File: src/rtl/tm1638_modn_counter_if.sv
// ---------------------------------------------------------------------------
// tm1638_modn_counter_if
// Three-wire TM1638-style display bus.
//   dio  : serial data, LSB first, sampled by the receiver on sclk rising edge
//   sclk : serial clock, idles high
//   stb  : active-low strobe framing each command/data group
// master drives the bus (the counter), slave observes it (display or bench).
// ---------------------------------------------------------------------------
interface tm1638_modn_counter_if;
  logic dio;
  logic sclk;
  logic stb;

  modport master (output dio, sclk, stb);
  modport slave  (input  dio, sclk, stb);
endinterface

File: src/rtl/tm1638_modn_counter.sv
// ---------------------------------------------------------------------------
// tm1638_modn_counter
// Up/down modulo-MODULUS counter with a tick prescaler, shown as DIGITS BCD
// digits on a TM1638-style display. A full 19-byte display frame is sent
// every time the count changes.
// Ports:
//   Clk_50M    : system clock
//   RST        : asynchronous active-low reset
//   en         : count enable (sampled on prescaler tick)
//   up_dn      : 1 = count up, 0 = count down
//   clr        : synchronous clear of count and prescaler (beats tick)
//   count      : current binary count
//   busy       : high while a frame is on the bus (low only in IDLE)
//   data_check : last fully transmitted byte
//   disp       : display bus (dio/sclk/stb)
// ---------------------------------------------------------------------------
module tm1638_modn_counter #(
  parameter int CLK_HZ   = 50000000,
  parameter int TICK_HZ  = 1,
  parameter int MODULUS  = 60,
  parameter int DIGITS   = 2,
  parameter int SCLK_DIV = 25,
  parameter int BRIGHT   = 7,
  localparam int CW      = $clog2(MODULUS)
) (
  input  logic                  Clk_50M,
  input  logic                  RST,
  input  logic                  en,
  input  logic                  up_dn,
  input  logic                  clr,
  output logic [CW-1:0]         count,
  output logic                  busy,
  output logic [7:0]            data_check,
  tm1638_modn_counter_if.master disp
);

  localparam int DIV = CLK_HZ / TICK_HZ;
  localparam int PW  = (DIV > 1) ? $clog2(DIV) : 1;
  localparam int DW  = $clog2(2 * SCLK_DIV);

  typedef enum logic [2:0] {IDLE, STB_LO, BIT_LO, BIT_HI, BYTE_END, STB_HI} state_t;

  state_t           state;
  logic [PW-1:0]    presc;
  logic             tick;
  logic [CW-1:0]    count_nxt;
  logic             count_chg;
  logic             pending;
  logic [DW-1:0]    div_cnt;
  logic             half_done;
  logic             stb_hold_done;
  logic [2:0]       bit_idx;
  logic [4:0]       byte_idx;
  logic             group_last;
  logic [7:0][7:0]  seg_all;   // segment code per digit, digit 0 leftmost
  logic [7:0][7:0]  snap;      // digits frozen for the frame on the bus
  logic [7:0]       cur_byte;
  logic [7:0]       nxt_byte;

  function automatic logic [7:0] seg7(input logic [3:0] d);
    case (d)
      4'd0:    seg7 = 8'h3F;
      4'd1:    seg7 = 8'h06;
      4'd2:    seg7 = 8'h5B;
      4'd3:    seg7 = 8'h4F;
      4'd4:    seg7 = 8'h66;
      4'd5:    seg7 = 8'h6D;
      4'd6:    seg7 = 8'h7D;
      4'd7:    seg7 = 8'h07;
      4'd8:    seg7 = 8'h7F;
      default: seg7 = 8'h6F;
    endcase
  endfunction

  // Byte idx of the 19-byte frame: 0x40 | 0xC0 + 16 data | 0x88|BRIGHT.
  // Data address a = idx-2; even addresses carry digit a/2, odd are blank.
  function automatic logic [7:0] frame_byte(input logic [4:0] idx,
                                            input logic [7:0][7:0] digits);
    logic [4:0] addr;
    addr       = idx - 5'd2;
    frame_byte = 8'h00;
    if (idx == 5'd0)       frame_byte = 8'h40;
    else if (idx == 5'd1)  frame_byte = 8'hC0;
    else if (idx == 5'd18) frame_byte = 8'h88 | 8'(BRIGHT & 7);
    else if (!idx[0])      frame_byte = digits[addr[3:1]];
  endfunction

  assign tick = (presc == PW'(DIV - 1));

  // NOTE: every signal written in always_comb gets a default on entry, so no
  // path can leave it unassigned and infer a latch.
  always_comb begin
    count_nxt = count;
    if (clr) begin
      count_nxt = '0;
    end else if (tick && en) begin
      if (up_dn) count_nxt = (count == CW'(MODULUS - 1)) ? '0 : count + CW'(1);
      else       count_nxt = (count == '0) ? CW'(MODULUS - 1) : count - CW'(1);
    end
  end

  assign count_chg = (count_nxt != count);

  // Binary to BCD by repeated divide-by-10, least significant digit last
  // position; positions beyond DIGITS stay blank.
  always_comb begin
    logic [31:0] rem;
    seg_all = '0;
    rem     = 32'(count);
    for (int i = DIGITS - 1; i >= 0; i--) begin
      seg_all[i] = seg7(4'(rem % 32'd10));
      rem        = rem / 32'd10;
    end
  end

  assign cur_byte      = frame_byte(byte_idx, snap);
  assign nxt_byte      = frame_byte(byte_idx + 5'd1, snap);
  assign half_done     = (div_cnt == DW'(SCLK_DIV - 1));
  assign stb_hold_done = (div_cnt == DW'(2 * SCLK_DIV - 1));
  assign group_last    = (byte_idx == 5'd0) || (byte_idx >= 5'd17);

  // NOTE: sequential state uses non-blocking assignments only, so every
  // register samples the pre-edge values regardless of statement order.
  always_ff @(posedge Clk_50M or negedge RST) begin
    if (!RST) begin
      // NOTE: the snapshot is a handful of flops, not a RAM, so it is reset
      // with everything else.
      state      <= IDLE;
      presc      <= '0;
      count      <= '0;
      pending    <= 1'b1;
      div_cnt    <= '0;
      bit_idx    <= '0;
      byte_idx   <= '0;
      snap       <= '0;
      busy       <= 1'b0;
      data_check <= 8'h00;
      disp.dio   <= 1'b1;
      disp.sclk  <= 1'b1;
      disp.stb   <= 1'b1;
    end else begin
      presc <= (clr || tick) ? '0 : presc + PW'(1);
      count <= count_nxt;

      // A change on the same cycle a frame launches must keep pending set,
      // since the snapshot captured the old count.
      if (count_chg)                    pending <= 1'b1;
      else if (state == IDLE && pending) pending <= 1'b0;

      case (state)
        IDLE: begin
          disp.dio  <= 1'b1;
          disp.sclk <= 1'b1;
          disp.stb  <= 1'b1;
          busy      <= 1'b0;
          if (pending) begin
            snap     <= seg_all;
            byte_idx <= '0;
            bit_idx  <= '0;
            div_cnt  <= '0;
            disp.stb <= 1'b0;
            busy     <= 1'b1;
            state    <= STB_LO;
          end
        end

        STB_LO: begin
          if (half_done) begin
            div_cnt   <= '0;
            disp.sclk <= 1'b0;
            disp.dio  <= cur_byte[0];
            state     <= BIT_LO;
          end else begin
            div_cnt <= div_cnt + DW'(1);
          end
        end

        BIT_LO: begin
          if (half_done) begin
            div_cnt   <= '0;
            disp.sclk <= 1'b1;
            state     <= BIT_HI;
          end else begin
            div_cnt <= div_cnt + DW'(1);
          end
        end

        BIT_HI: begin
          if (half_done) begin
            div_cnt <= '0;
            if (bit_idx == 3'd7) begin
              data_check <= cur_byte;
              bit_idx    <= '0;
              if (group_last) begin
                state <= BYTE_END;
              end else begin
                // Bytes within a group run back-to-back.
                byte_idx  <= byte_idx + 5'd1;
                disp.sclk <= 1'b0;
                disp.dio  <= nxt_byte[0];
                state     <= BIT_LO;
              end
            end else begin
              bit_idx   <= bit_idx + 3'd1;
              disp.sclk <= 1'b0;
              disp.dio  <= cur_byte[bit_idx + 3'd1];
              state     <= BIT_LO;
            end
          end else begin
            div_cnt <= div_cnt + DW'(1);
          end
        end

        BYTE_END: begin
          if (half_done) begin
            div_cnt  <= '0;
            disp.stb <= 1'b1;
            disp.dio <= 1'b1;
            state    <= STB_HI;
          end else begin
            div_cnt <= div_cnt + DW'(1);
          end
        end

        STB_HI: begin
          if (stb_hold_done) begin
            div_cnt <= '0;
            if (byte_idx == 5'd18) begin
              busy  <= 1'b0;
              state <= IDLE;
            end else begin
              byte_idx <= byte_idx + 5'd1;
              disp.stb <= 1'b0;
              state    <= STB_LO;
            end
          end else begin
            div_cnt <= div_cnt + DW'(1);
          end
        end

        default: state <= IDLE;
      endcase
    end
  end

endmodule
File: src/flat_wrapper.sv
// flat-port wrapper written by rule: the top's interface ports become plain ports
module tm1638_modn_counter_flat 
#(
  parameter int CLK_HZ   = 50000000,
  parameter int TICK_HZ  = 1,
  parameter int MODULUS  = 60,
  parameter int DIGITS   = 2,
  parameter int SCLK_DIV = 25,
  parameter int BRIGHT   = 7,
  localparam int CW      = $clog2(MODULUS)
)
  (Clk_50M, RST, en, up_dn, clr, count, busy, data_check, disp_dio, disp_sclk, disp_stb);
  tm1638_modn_counter_if disp_i ();
  input  logic Clk_50M;
  input  logic RST;
  input  logic en;
  input  logic up_dn;
  input  logic clr;
  output logic [CW-1:0] count;
  output logic busy;
  output logic [7:0] data_check;
  output wire logic [$bits(disp_i.dio)-1:0] disp_dio;
  output wire logic [$bits(disp_i.sclk)-1:0] disp_sclk;
  output wire logic [$bits(disp_i.stb)-1:0] disp_stb;
  assign disp_dio = disp_i.dio;
  assign disp_sclk = disp_i.sclk;
  assign disp_stb = disp_i.stb;
  tm1638_modn_counter #(.CLK_HZ(CLK_HZ), .TICK_HZ(TICK_HZ), .MODULUS(MODULUS), .DIGITS(DIGITS), .SCLK_DIV(SCLK_DIV), .BRIGHT(BRIGHT)) u_core (.Clk_50M(Clk_50M), .RST(RST), .en(en), .up_dn(up_dn), .clr(clr), .count(count), .busy(busy), .data_check(data_check), .disp(disp_i));
endmodule
File: config.mk
export PLATFORM = sky130hd
export DESIGN_NAME = tm1638_modn_counter_flat
export DESIGN_NICKNAME = d
export VERILOG_FILES = /design/src/rtl/tm1638_modn_counter_if.sv /design/src/rtl/tm1638_modn_counter.sv /design/src/flat_wrapper.sv
export SDC_FILE = /design/constraint.sdc
export NUM_CORES = 1
export LEC_CHECK = 0
export CAP_MARGIN = 0
export CORE_UTILIZATION = 66
export CTS_CLUSTER_SIZE = 14
export DETAILED_ROUTE_END_ITERATION = 7
export PLACE_DENSITY_LB_ADDON = 0.08
export RECOVER_POWER = 100
export SETUP_SLACK_MARGIN = 0.2
export SLEW_MARGIN = 20
export SYNTH_ARGS = -nofsm -noshare
export SYNTH_HDL_FRONTEND = slang
export SYNTH_SLANG_ARGS = --single-unit
File: constraint.sdc
create_clock -name Clk_50M -period 6.2 [get_ports Clk_50M]
set_clock_uncertainty 0.2 [all_clocks]
set_input_delay 1.24 -clock Clk_50M [delete_from_list [all_inputs] [get_ports Clk_50M]]
set_output_delay 1.24 -clock Clk_50M [all_outputs]
set_load 0.05 [all_outputs]
==> impl_metrics.yaml <==
global_routing:
  grt_pass1_vias: 4226
  gr-total-overflow: 0
  grt_use_total_pct: 29.4
  grt_start_max_net_pins: 77
  antenna_found_initial: 0
  grt_pass1_wl_um: 19900
cts:
  post_cts_buffers: 0
  clock_sinks: 76
  numCtsBuffers: 9
  clock_latency_ns: 0.36
  cts_resized: 0
  cts_max_path_buffers: 2
  root_buffer: "clkbuf_8"
  cts_tree: "yes"
  clk_pin_slew_ns: 0.09
  htreeDepth: 3
  hold_buffers: 0
setup_path:
  r2r-start: "u_core.count[3]"
  crit_path_top_delay_cell: "dfrtp_1"
  reg2reg_setup_slack_ns: 2.25
  reg2regPathDepth: 14
  critPathRequiredTime_ns: 6.24
  r2r-end: "u_core.snap[14]"
  critical-path-max-stage-delay_ns: 0.60
  arrival_ns: 3.99
  cp_max_fo: 20
  worst_setup_path_start_kind: "register"
  crit_chain: "nor2_1 -> inv_1 -> ha_1 -> nor2b_1 -> a21oi_1 -> o211ai_1 -> nand4_1 -> a21oi_1 -> xnor2_1 -> ha_1 -> inv_1 -> a2bb2oi_1 -> nor2_1 -> o32a_1"
  worstSetupPathType: "reg -> reg"
  end_kind: "register"
drt:
  firstDrtPassIters: 5
  routedWlPerCell_um: 16.5
  vias: 4452
  drc: 0
  via_per_inst: 6.31
  drtIter0Drc: 200
  drt-total-wl_um: 11600
  ant_nets: 0
yosys:
  yosys.area.top_type_share_pct: 34.4
  syn-num-nets: 635
  postSynth.asyncResetShare_pct: 100
  synth.cell_area_um2: 5240
  synthTopCellsByArea: "dfrtp_1 (34%), ha_1 (8.1%), nor2_1 (4.9%)"
  synth_edf_count: 0
  syn_area_per_cell_um2: 8.79
  synth.distinct_cells: 75
  yosysTopAreaCell: "dfrtp_1"
  ys_seq_elements: 76
  synthFlopType: "dfrtp_1"
  yosys_warnings: 0
  yosysSeqAreaShare_pct: 36.4
  synthCells: 596
worst_hold_path:
  hold_path.class: "reg -> reg"
  worstHoldPathCells: 2
  worstHoldStart: "u_core.data_check[2]"
  holdPathEnd: "u_core.data_check[2]"
placed_design:
  pre_cts_ws_ns: 2.32
  place_hpwl_um: 8070
  dp.cells: 690
  place.gp.congestion: 0.940
  port-buffer-count: 22
layout:
  final_cells: 706
  drive_above_1_share_pct: 6.46
  multi_input_area_um2: 3090
  diodes: 0
  ff_latch_area_um2: 1910
  syn_to_final_growth_pct: 8.02
  layout.nets: 638
  fillCellCount: 615
sta:
  period_needed_ns: 3.95
  layout_setup_ws_ns: 2.25
  setup_viol: 0
  relSlewSlack_pct: 37.8
  max_freq_mhz: 253
  tns_ns: 0
  slew_violations: 0
  final_hold_viol_count: 0
  post-route-period-util_pct: 63.7
  worst_pin_slew_ns: 0.933
  rsz0062_at_grt: "no"
job:
  maxCapViolCount: 0
floorplanning:
  initial_core_util_pct: 68.2
  ios: 23
  die_area_um2: 8300
  fp-row-count: 32
  die_y_um: 91.1
  dieWidth_um: 91.1
  coreArea_um2: 7690
power_and_ir_drop:
  total_power_w: 0.000960
  vdd_drop_max_mv: 0.113
  power_leakage_nw: 2.44
  cellPowerDensity_nw_per_um2: 169
status:
  status: "finished clean"
[report_power, final]
group | internal, W | total (W) | switching [W]
Sequential | 0.000497 | 0.000499 | 0.00000207
Clock | 0.000231 | 0.000437 | 0.000205
Combinational | 0.00000606 | 0.0000242 | 0.0000181
[logic make-up after synthesis]
kind of cell	Yosys count	synth area share, %
simple gates	222	21.2
compound gates	152	19.1
flops	76	36.4
buf+inv	57	4.42
xor+xnor	35	6.13
fa+ha+maj	35	8.31
mux	19	4.51
[synth_stat cells (4+ instances only)]
| library cell | count |
|---|---|
| nor2_1 | 68 |
| nor3_1 | 13 |
| nand2_1 | 53 |
| o22ai_1 | 4 |
| inv_1 | 27 |
| dfrtp_1 | 72 |
| nand4_1 | 8 |
| xnor2_1 | 17 |
| buf_1 | 4 |
| mux2i_1 | 9 |
| dfstp_2 | 4 |
| or3_1 | 4 |
| a211oi_1 | 8 |
| o22a_1 | 4 |
| a21o_1 | 6 |
| nand3_1 | 24 |
| a21oi_1 | 35 |
| a31oi_1 | 8 |
| buf_2 | 8 |
| o31ai_1 | 10 |
| clkbuf_1 | 17 |
| or2_2 | 4 |
| o21ai_0 | 34 |
| and3_1 | 8 |
| mux2_2 | 7 |
| nor2b_1 | 8 |
| xor2_1 | 17 |
| ha_1 | 34 |
| nand2b_1 | 5 |
[state kept, by name, summed over array words and instances, names as in the netlist]
name and flops:
u_core.presc 26, u_core.disp.stb 1, u_core.state 3, u_core.disp.dio 1
u_core.byte_idx 5, u_core.bit_idx 3, u_core.snap 14, u_core.data_check 8
u_core.div_cnt 6, u_core.busy 1, u_core.pending 1, u_core.disp.sclk 1
u_core.count 6
[worst max path at each step]
stage	startpoint	endpoint
after floorplan	u_core.count[3]	u_core.snap[14]
after detailed placement	u_core.count[3]	u_core.snap[14]
after global routing	u_core.count[3]	u_core.snap[14]
after CTS	u_core.count[3]	u_core.snap[14]
final	u_core.count[3]	u_core.snap[14]
after global placement	u_core.count[3]	u_core.snap[14]
[worst max-delay path: cells and delay by family (launching register included)]
kind	cells	cell delay, ns
compound gates	5	1.32
simple gates	4	0.71
flops	1	0.60
fa+ha+maj	2	0.57
xor+xnor	1	0.27
buf+inv	2	0.17
[cell type report]
type	count	area share, %
multi-input cells	463	54.5
clock inverters	6	1.68
clock buffers	10	2.25
well taps	102	2.25
flip-flops and latches	76	33.7
inverters	27	1.79
repair buffers	22	3.85
[placed cells by master (no fill, tap or decap), types with 9 or more instances in the layout]
cell | synthesis | layout
dfrtp_1 | 72 | 72
nor2_1 | 68 | 68
nand2_1 | 53 | 53
a21oi_1 | 35 | 35
o21ai_0 | 34 | 35
ha_1 | 34 | 34
inv_1 | 27 | 27
nand3_1 | 24 | 24
dlygate4sd3_1 | 0 | 20
xnor2_1 | 17 | 17
xor2_1 | 17 | 17
nor3_1 | 13 | 13
o31ai_1 | 10 | 10
nand4_1 | 8 | 9
mux2i_1 | 9 | 9
clkbuf_8 | 0 | 9
[through the flow]
stage               util [%]  area, um^2  hold slack (ns)
floorplan                  -        5240            0.244
global placement        71.0        5460            0.260
detailed placement      71.0        5460            0.268
CTS                     73.9        5680            0.288
global route            73.6        5660            0.308
finish                  73.6        5660            0.278
[routing by layer]
metal  up-vias  wire (um)  GRT usage [%]
met5         -          0              0
met2       140       5840           50.6
met3        20        496           3.69
met1      2137       5090           38.1
li1       2155          -              -
met4         0        203           10.6
Power figures use the tool's default switching activity.
